`src/rtl/nexusv_bus_arbiter.sv`:
```
// Two-master round-robin arbiter for the NexusV peripheral bus.
// It registers each request toward the slave, returns a one-cycle response pulse and aborts a request that the slave never answers.
module nexusv_bus_arbiter #(
    parameter int TIMEOUT = 64
) (
    input  logic        clk,
    input  logic        rst_n,
    input  logic        m0_valid,
    input  logic [31:0] m0_addr,
    input  logic [31:0] m0_wdata,
    input  logic        m0_write,
    output logic        m0_ready,
    output logic [31:0] m0_rdata,
    output logic        m0_err,
    input  logic        m1_valid,
    input  logic [31:0] m1_addr,
    input  logic [31:0] m1_wdata,
    input  logic        m1_write,
    output logic        m1_ready,
    output logic [31:0] m1_rdata,
    output logic        m1_err,
    output logic        s_valid,
    output logic [31:0] s_addr,
    output logic [31:0] s_wdata,
    output logic        s_write,
    input  logic [31:0] s_rdata,
    input  logic        s_ready,
    output logic        owner,
    output logic        busy,
    output logic [7:0]  timeout_cnt
);

    typedef enum logic [1:0] {
        ST_IDLE = 2'd0,
        ST_REQ  = 2'd1,
        ST_RESP = 2'd2
    } state_t;

    localparam logic        WDOG_EN   = (TIMEOUT != 0);
    localparam logic [31:0] WDOG_LAST = 32'(TIMEOUT) - 32'd1;

    function automatic logic [7:0] sat_inc8(input logic [7:0] v);
        if (v == 8'hFF) begin
            return v;
        end else begin
            return v + 8'd1;
        end
    endfunction

    state_t      state_r;
    logic        owner_r;
    logic        last_owner_r;
    logic [31:0] wdog_r;
    logic [7:0]  timeout_cnt_r;
    logic        s_valid_r;
    logic [31:0] s_addr_r;
    logic [31:0] s_wdata_r;
    logic        s_write_r;
    logic        busy_r;
    logic        m0_ready_r;
    logic [31:0] m0_rdata_r;
    logic        m0_err_r;
    logic        m1_ready_r;
    logic [31:0] m1_rdata_r;
    logic        m1_err_r;

    logic        req_any_s;
    logic        grant_s;
    logic [31:0] sel_addr_s;
    logic [31:0] sel_wdata_s;
    logic        sel_write_s;
    logic        abort_s;

    // Grant selection: a tie goes to the master that did not own the last transaction.
    always_comb begin
        req_any_s = m0_valid | m1_valid;
        grant_s   = 1'b0;
        if (m0_valid && m1_valid) begin
            grant_s = ~last_owner_r;
        end else if (m1_valid) begin
            grant_s = 1'b1;
        end else begin
            grant_s = 1'b0;
        end
        if (grant_s) begin
            sel_addr_s  = m1_addr;
            sel_wdata_s = m1_wdata;
            sel_write_s = m1_write;
        end else begin
            sel_addr_s  = m0_addr;
            sel_wdata_s = m0_wdata;
            sel_write_s = m0_write;
        end
        abort_s = WDOG_EN && (wdog_r == WDOG_LAST);
    end

    // Arbitration FSM with every output held in a register.
    always_ff @(posedge clk or negedge rst_n) begin
        if (!rst_n) begin
            state_r       <= ST_IDLE;
            owner_r       <= 1'b0;
            last_owner_r  <= 1'b1;
            wdog_r        <= 32'd0;
            timeout_cnt_r <= 8'd0;
            s_valid_r     <= 1'b0;
            s_addr_r      <= 32'd0;
            s_wdata_r     <= 32'd0;
            s_write_r     <= 1'b0;
            busy_r        <= 1'b0;
            m0_ready_r    <= 1'b0;
            m0_rdata_r    <= 32'd0;
            m0_err_r      <= 1'b0;
            m1_ready_r    <= 1'b0;
            m1_rdata_r    <= 32'd0;
            m1_err_r      <= 1'b0;
        end else begin
            case (state_r)
                ST_IDLE: begin
                    if (req_any_s) begin
                        owner_r      <= grant_s;
                        last_owner_r <= grant_s;
                        s_addr_r     <= sel_addr_s;
                        s_wdata_r    <= sel_wdata_s;
                        s_write_r    <= sel_write_s;
                        s_valid_r    <= 1'b1;
                        busy_r       <= 1'b1;
                        wdog_r       <= 32'd0;
                        state_r      <= ST_REQ;
                    end else begin
                        state_r <= ST_IDLE;
                    end
                end
                ST_REQ: begin
                    // A slave answer on the final watchdog cycle still counts as a normal completion.
                    if (s_ready || abort_s) begin
                        s_valid_r <= 1'b0;
                        state_r   <= ST_RESP;
                        if (owner_r) begin
                            m1_ready_r <= 1'b1;
                            m1_rdata_r <= s_ready ? s_rdata : 32'd0;
                            m1_err_r   <= ~s_ready;
                        end else begin
                            m0_ready_r <= 1'b1;
                            m0_rdata_r <= s_ready ? s_rdata : 32'd0;
                            m0_err_r   <= ~s_ready;
                        end
                        if (!s_ready) begin
                            timeout_cnt_r <= sat_inc8(timeout_cnt_r);
                        end else begin
                            timeout_cnt_r <= timeout_cnt_r;
                        end
                    end else begin
                        wdog_r <= wdog_r + 32'd1;
                    end
                end
                ST_RESP: begin
                    m0_ready_r <= 1'b0;
                    m0_rdata_r <= 32'd0;
                    m0_err_r   <= 1'b0;
                    m1_ready_r <= 1'b0;
                    m1_rdata_r <= 32'd0;
                    m1_err_r   <= 1'b0;
                    busy_r     <= 1'b0;
                    state_r    <= ST_IDLE;
                end
                default: begin
                    s_valid_r  <= 1'b0;
                    busy_r     <= 1'b0;
                    m0_ready_r <= 1'b0;
                    m1_ready_r <= 1'b0;
                    state_r    <= ST_IDLE;
                end
            endcase
        end
    end

    assign m0_ready    = m0_ready_r;
    assign m0_rdata    = m0_rdata_r;
    assign m0_err      = m0_err_r;
    assign m1_ready    = m1_ready_r;
    assign m1_rdata    = m1_rdata_r;
    assign m1_err      = m1_err_r;
    assign s_valid     = s_valid_r;
    assign s_addr      = s_addr_r;
    assign s_wdata     = s_wdata_r;
    assign s_write     = s_write_r;
    assign owner       = owner_r;
    assign busy        = busy_r;
    assign timeout_cnt = timeout_cnt_r;

endmodule

```
`config.mk`:
```
export PLATFORM = sky130hd
export DESIGN_NAME = nexusv_bus_arbiter
export DESIGN_NICKNAME = d
export VERILOG_FILES = /design/src/rtl/nexusv_bus_arbiter.sv
export SDC_FILE = /design/constraint.sdc
export NUM_CORES = 1
export LEC_CHECK = 0
export CAP_MARGIN = 20
export CORE_MARGIN = 2
export CORE_UTILIZATION = 48
export DETAILED_ROUTE_END_ITERATION = 10
export PLACE_DENSITY = 0.9
export REMOVE_ABC_BUFFERS = 1
export SETUP_SLACK_MARGIN = 0.2
export SYNTH_ARGS = -nofsm -noshare
export SYNTH_HDL_FRONTEND = slang
export SYNTH_SLANG_ARGS = --single-unit
```
`constraint.sdc`:
```
create_clock -name clk -period 4.2 [get_ports clk]
set_clock_uncertainty 0.1 [all_clocks]
set_input_delay 0.84 -clock clk [delete_from_list [all_inputs] [get_ports clk]]
set_output_delay 0.84 -clock clk [all_outputs]
set_load 0.005 [all_outputs]
```
After elaboration in Yosys (flattened, before gate mapping):

Cells that the tools add are included.

* output and inout bits: 144
* register bits: 179
* logic and storage cells: 82
* input port bits: 167

* reductions and logical operators: 14
* $add $sub $neg: 2
* eq/ne operators: 9
* mux-type cells: 34
* bitwise logic cells: 7

Operators with widths (number)
* two-way mux 32 bit: 9
* case mux 32 bit (2 select lines): 3
* adder 32 x 1 -> 32 bit (second input constant): 1
* == test 32 x 6 -> 1 bit (second input constant): 1
* AND reduction 3 bit: 6
* two-way mux 1 bit: 14
* != test 2 bit (second input constant): 5
* case mux 1 bit (2 select lines): 5
* adder 8 x 1 -> 8 bit (second input constant): 1
* == test 8 bit (second input constant): 1
* inverter 1 bit: 6
* case mux 2 bit (2 select lines): 1
* AND reduction 2 bit: 2
* AND reduction 4 bit: 1
* nonzero test 2 bit: 2
* case mux 1 bit (3 select lines): 1
* == test 2 x 1 -> 1 bit (second input constant): 1
* == test 2 bit (second input constant): 1
* zero test 2 bit: 1
* two-way mux 2 bit: 1
* logical AND 1 bit: 1
* logical OR 1 bit: 1
* OR 1 bit: 1

Longest topological paths before layout:

* depth after elaboration: 4
* depth in mapped cells: 8
* depth with buffers taken out: 6

Worst setup path before layout:

No wires, ideal clock.

* kind: input to register
* start point: in m1_valid
* end point: reg s_addr_r[28] (netlist: s_addr[28])
* required time: 3967 ps
* stages: 5
* arrival time: 2205 ps
* path buffers: 2
* path slack: 1762 ps
* setup time: 133 ps
* path through: a21boi_1 > buf_1 > buf_1 > mux2i_1 > o21ai_0

* word-level cells in the longest chain between the ends: 3
* elaborated cells on any way between the ends: 6
* classes of those cells: mux (3); bitwise (1); reduce/logical (2)

Ends and longest elaborated chain
* start, declared: RTL line 15 `input logic m1_valid,`
* two-way mux 1 bit or logical AND 1 bit (tied branches): RTL line 80, 78
* two-way mux 1 bit: RTL line 78 `if (m0_valid && m1_valid) begin`
* two-way mux 32 bit: RTL line 85 `if (grant_s) begin`
* end signal, assigned: RTL line 122 `s_addr_r <= sel_addr_s;`
* end, declared: RTL line 56 `logic [31:0] s_addr_r;`

Parallel ways exist; a longest one is shown, timed or not.
A chain may end at the register's enable or synchronous reset.

Final worst setup path:

* start point: reg wdog_r[22]
* end point: reg wdog_r[5]

* word-level cells in the longest chain between the ends: 4

Ends and longest elaborated chain
* start, declared: RTL line 53 `logic [31:0] wdog_r;`
* start signal, assigned: RTL line 153 `wdog_r <= wdog_r + 32'd1;`
* == test 32 x 6 -> 1 bit: RTL line 94 `abort_s = WDOG_EN && (wdog_r == WDOG_LAST);`
* logical OR 1 bit: RTL line 135 `if (s_ready || abort_s) begin`
* != test 2 bit (no source line)
* AND reduction 3 bit (no source line)

No other way between the ends.

==> summary.txt <==
Setup path
  • Biggest fanout along the worst timing path: 21
  • Startpoint type of the worst setup path: flop
  • Combined buffer and inverter count along the critical path: 1
  • Depth of the most critical reg-to-reg path: 6
  • Worst-path cell chain: nor4_1 -> nand4_1 -> o31ai_4 -> buf_4 -> nand2_1 -> a21o_1
  • Crit Path Class: flop to flop
  • Worst Setup End Kind: flop
  • Cell count along the critical path: 6
  • Data arrival time of the critical path: 3140 ps
  • Timing startpoint of the critical path: wdog_r[22]
  • Required time of the critical path: 4420 ps
  • Kind of cell adding the most delay to the critical path: simple AND/OR/NAND/NOR gates
  • Register-to-Register Setup Slack: 1280 ps
  • Start of the worst register-to-register path: wdog_r[22]
  • Endpoint of the worst register-to-register path: wdog_r[5]
  • Largest incremental delay on the critical path: 710 ps
  • Worst path slowest cell: sky130_fd_sc_hd__o31ai_4
  • Worst Setup EP: wdog_r[5]

Routing
  • Via density per instance: 5.72
  • Total routed wirelength: 25500 um
  • Starting DRT DRC Count: 621
  • Pre-antenna DRT Iters: 5
  • Residual DRC: 0
  • DR WL met3: 2550 um
  • Post-route antenna net violation count: 0
  • Met1 Wirelength: 9770 um
  • Routed met2 length: 12600 um
  • Total number of vias: 7963
  • Routed WL per cell: 18.4 um
  • Uppermost layer routed: met4

Global routing
  • Total congestion overflow after global routing: 0
  • Number of global-route vias before repair: 7669
  • Pin count of the biggest net entering global routing: 95
  • Initial antenna violation count: 1
  • Total global routing track utilization: 27.6%
  • First-pass GRT wire length: 39700 um

Power
  • Fraction of power spent switching nets: about 33%
  • Leakage power: 5.17 nW
  • Power density cells: 616 nW/um^2
  • Cell internal power dissipation: 5.05 mW
  • Max VDD drop: 373 uV
  • Switching component of the power: 2.53 mW
  • Clk network pwr share: 21.8%
  • Register share of total power: 36.5%
  • Comb power frac: 41.6%

STA
  • Unrepaired setup endpoints after global routing: false
  • Post-route worst hold slack: ~380 ps
  • Final period util: slightly below 70%
  • Final Slew Violations: 0
  • Worst Max-Slew Pin Slew: just over 900 ps
  • Count of endpoints failing hold in the final timing report: 0
  • Max transition margin: 39.2%
  • Final-report setup violation count: 0
  • Maximum achievable frequency: 343 MHz
  • Tmin final: 2920 ps

Clock tree
  • Buffer cell driving the clock tree root: sky130_fd_sc_hd__clkbuf_16
  • Clock tree from TritonCTS: built
  • Clock latency reported for the late side of the worst-skew pair: 420 ps
  • Hold-fix buffers at CTS: 0
  • Maximum count of clock buffers along a single path: 2
  • TritonCTS Sinks: 179
  • Maximum level of the CTS H-tree: 4
  • Cts repair resizes: 0
  • Buffers inserted by post-CTS timing repair: 0
  • CTS clk-pin slew, worst paths: around 70 ps
  • Number of buffers created by CTS: 17

Yosys
  • Share of Yosys cell area claimed by the top area cell type: between 50% and 60%
  • Cell type contributing the most total cell area after synthesis: sky130_fd_sc_hd__dfrtp_1
  • Async SR Flop Fraction: 100%
  • Dominant cell by count in the synthesized netlist: sky130_fd_sc_hd__dfrtp_1
  • Post-Synthesis Cell Area: 8310 sq um
  • Synth cell count leaders: sky130_fd_sc_hd__dfrtp_1, sky130_fd_sc_hd__nand2_1, sky130_fd_sc_hd__o21ai_0
  • Number of synthesized register bits: 179
  • Count of flip-flops with a built-in enable after synthesis: 0
  • Count of different cell masters after synthesis: 52
  • Yosys warning count: 0
  • Main flop type after synthesis: sky130_fd_sc_hd__dfrtp_1
  • Share of the yosys chip area belonging to registers: 53.9%
  • Count of mapped cells out of synthesis: around 870
  • Synthesized area per cell: around 9.6 sq um
  • Top post-synthesis cells by area: sky130_fd_sc_hd__dfrtp_1, sky130_fd_sc_hd__o21ai_0, sky130_fd_sc_hd__mux2i_1

Cells and area
  • Area Growth Syn to Fin: 47.9%
  • Fin nets: 1321
  • Share of cells above drive strength 1: 5.67%
  • Footprint of the multi-input gates: 3600 sq um
  • Non-filler instance count after layout: roughly 1400
  • Final standard cell utilization of the core: a little under three quarters
  • Number of filler cells placed in the layout: 1238
  • Combined flip-flop and latch cell area: 4480 sq um

Place
  • Instance count after placement with tap cells included: 1356
  • Final estimated routing congestion in global placement: between 0.8 and 0.9
  • Count of port buffers added during placement: 310
  • DP HPWL: roughly 18000 um

Run status
  • Run status: finished, final reports clean

Flow run
  • Max-cap violations: 0

Floorplanning
  • Die Outline Area: 18400 sq um
  • Initial core utilization: between 40 and 50%
  • Die width: 136 um
  • Die height: 136 um
  • Row count: 48
  • Number of top-level pins: 311
  • Core area: 17100 sq um

Worst hold path
  • Hold crit path type: flop to flop
[metrics by stage]
stage	cell area [sq um]	setup TNS [ps]	setup slack [ps]	power, mW
6_report	12300	0	1280	7.58
5_1_grt	12300	0	1090	8.03
4_1_cts	12300	0	1370	7.59
3_5_place_dp	11600	0	1080	5.91
3_3_place_gp	11600	0	1160	5.78
2_1_floorplan	8030	-185800	-2270	3.96
[final cells by class]
type                       instances  area share [%]
antenna                            1          0.0204
clock buffer                      18            3.57
clock inverter                    14            1.46
inverter                           5           0.153
multi-input combinational        620            29.2
sequential                       179            36.4
tap                              225            2.29
timing repair buffer             329            26.8
[cells by family (layout without fill, tap and decap cells)]
| group | after synthesis | count (layout) | synth area share, % |
|---|---|---|---|
| AOI/OAI and AO/OA | 261 | 261 | 17.2 |
| DFF | 179 | 179 | 53.9 |
| buffers and inverters | 70 | 366 | 3.60 |
| adders and majority gates | 2 | 2 | 0.301 |
| other | 0 | 1 | 0 |
| and+or+nand+nor | 281 | 281 | 16.0 |
| xor gates and xnor gates | 10 | 10 | 1.05 |
| muxes | 66 | 66 | 7.96 |
[worst reg2reg max path: stages, from the launching register on]
cell	delay [ps]
sky130_fd_sc_hd__dfrtp_1	440
sky130_fd_sc_hd__nor4_1	520
sky130_fd_sc_hd__nand4_1	350
sky130_fd_sc_hd__o31ai_4	710
sky130_fd_sc_hd__buf_4	350
sky130_fd_sc_hd__nand2_1	140
sky130_fd_sc_hd__a21o_1	210
[metal layers]
metal	global-route usage [%]	up-vias
met4	9.72	0
li1	-	3671
met1	33.4	3802
met3	8.68	51
met2	46.4	439
met5	0	-
[layout by cell type, fill, tap and decap left out, drive strengths merged, types with 4 or more instances in the layout]
cell and count:
clkdlybuf4s50 309, dfrtp 178, nand2 161, o21ai 138
a21oi 82, mux2i 65, nand3 24, buf 20
nor2 19, clkbuf 18, nor3 14, or4 14
nand4 11, nor4 10, xor2 9, o211ai 9
inv 8, clkinv 8, and3 6, o31ai 6
or3 4, o311ai 4, and4 4, a31oi 4
[worst min path at each step]
stage | from | end | depth (start not counted) | slack [ps]
floorplan | s_addr[0] | s_addr[0] | 2 | 370
global placement | s_wdata[22] | s_wdata[22] | 2 | 360
detailed placement | s_wdata[13] | s_wdata[13] | 2 | 370
CTS | s_addr[8] | s_addr[8] | 2 | 380
global route | s_addr[22] | s_addr[22] | 2 | 400
finish | s_wdata[29] | s_wdata[29] | 2 | 380
[state kept, by name, indices dropped and copies added (netlist names), 2 cells and up]
name / count
timeout_cnt: 8
m0_rdata: 32
wdog_r: 32
state_r: 2
s_wdata: 32
m1_rdata: 32
s_addr: 32
[power by group through the flow]
| stage | clock network [mW] | registers (mW) | logic, mW |
|---|---|---|---|
| finish | 1.66 | 2.77 | 3.16 |
| global route | 1.76 | 2.84 | 3.43 |
| CTS | 1.68 | 2.77 | 3.14 |
| detailed placement | 0 | 2.79 | 3.12 |
| global placement | 0 | 2.76 | 3.02 |
| floorplan | 0 | 2.80 | 1.16 |
(Power assumes the default switching activity.)
==> edit (config.mk and constraints unchanged) <==
Encoding of `state_t`: now one-hot (3 bits for 3 states).
--- a/src/rtl/nexusv_bus_arbiter.sv
+++ b/src/rtl/nexusv_bus_arbiter.sv
@@ -30,10 +30,10 @@
     output logic [7:0]  timeout_cnt
 );
 
-    typedef enum logic [1:0] {
-        ST_IDLE = 2'd0,
-        ST_REQ  = 2'd1,
-        ST_RESP = 2'd2
+    typedef enum logic [2:0] {
+        ST_IDLE = 3'b001,
+        ST_REQ  = 3'b010,
+        ST_RESP = 3'b100
     } state_t;
 
     localparam logic        WDOG_EN   = (TIMEOUT != 0);
Check against the original RTL: same outputs for any inputs over 4 cycles, from zero or initial values and one cycle with rst_n low; so few cycles prove little.
==> edit against the unedited design <==
  * Power fell by 0.44%
  * Area after synthesis is 3.4% higher
  * Setup slack lost 0.0074 ns
  * Routed wire length grew 16%
  * Sequential power shrank 3%
  * Sequential cell count is 1 higher
  * Final area grew 1.5%
  * Global-route usage increased by 2.7 points
  * Largest power group unchanged
==> edit: results (changes against the unedited design) <==
Pwr
  – LEAKAGE: 5.08 nW (-1.7%)
  – Share of total power in combinational logic: 42.0% (+0.4 points)
  – Maximum vdd ir drop: 0.333 mV (-11%)
  – Power spent charging and discharging nets: 2.59 mW (+2.7%)
  – Fraction of power spent switching nets: 34.4% (+1.0 points)

Placement
  – Cell Count Post-Placement: 1372 (+1.2%)
  – HPWL Detailed: 20600 um (+13%)
  – Global placer's final weighted congestion: 0.906 (+4.5%)
  – Post-detailed-placement cell area: 11800 um^2 (+1.6%)

Timing
  – Worst Tran Pin Value: 1.09 ns (+0.176 ns)
  – Worst hold slack across all endpoints: 0.276 ns (-0.102 ns)
  – Highest achievable clock rate: 0.342 GHz (-0.25%)

Synthesis
  – Multiplexer area fraction after synthesis: 7.82% (-0.15 points)
  – Part of the Yosys area used for sequential elements: 52.4% (-1.5 points)
  – Share of synthesized cell area in full adder, half adder and majority cells: 0.291% (-0.010 points)
  – Compound-Gate Fraction of Synth Area: 18.7% (+1.5 points)
  – Synth area leaders: dfrtp_1, a21oi_1, mux2i_1
  – Area share of xor/xnor cells in the synthesized design: 0.815% (-0.24 points)
  – Avg Cell Area, Syn: 9.64 um^2 (+0.77%)

Detailed routing
  – Routed wire length: 29500 um (+16%)
  – Average wire per standard cell: 21.0 um (+14%)
  – First-pass detailed-route iteration total: 6 (+1)

Worst setup path
  – Maximum fanout encountered on the critical timing path: 33 (+57%)
  – Launch instance of the worst register-to-register path: wdog_r[0]
  – Worst setup path end: m1_rdata[0]
  – Crit path DAT: 3.16 ns (+0.02 ns)
  – Cell count of the worst reg-to-reg path: 7 (+1)

Outcome
  – Result of the run: finished clean

Hold path
  – Hold Path Class: input port to asynchronous set/reset pin

Global route
  – Largest net degree at the start of global routing: 77 (-19%)
  – Total routing usage reported by global routing: 30.3% (+2.7 points)
  – Met2 demand-to-capacity share in global routing: 47.7% (+1.3 points)
  – GR met3 Demand/Resource: 9.64% (+0.96 points)
  – Vias in the first global route: 8030 (+4.7%)
  – Antenna violations before repair: 2 (+1)
  – Met1 routing resource usage after global routing: 36.0% (+2.6 points)
  – Global-route wire length before repair: 43800 um (+10%)

Cells and area
  – Nets@finish: 1336 (+1.1%)
## edit: cell count changes after synthesis, moves of 9 or more
cell / unedited run / this run
a21oi_1: 82 / 148
a31oi_1: 4 / 17
buf_2: 2 / 20
nand2_1: 161 / 25
nand3_1: 24 / 79
nor2_1: 19 / 84
o211ai_1: 9 / 0
o21ai_0: 136 / 96
or4_1: 12 / 2
## edit: area by class of cell
class | instances | area [um^2]
timing repair buffer | 328 | 3290
antenna | 1 | 2.50
inverter | 10 | 37.5
fill | 1177 | 4940
tap | 225 | 282
clock buffer | 18 | 429
multi-input combinational | 630 | 3730
clock inverter | 14 | 199
sequential | 180 | 4510
## edit: worst max-delay path: stages (launching register included)
cell	delay, ns
dfrtp_1	0.44
ha_1	0.27
and3_1	0.28
and3_1	0.29
a31oi_4	0.67
buf_4	0.42
o21ai_0	0.17
a21oi_1	0.20
## edit: layer usage
metal / part of all wire (%) / vias up
met3: 9.2 / 135
li1: - / 3775
met2: 48 / 463
met1: 36 / 4070
met5: 0.044 / -
met4: 6.4 / 2
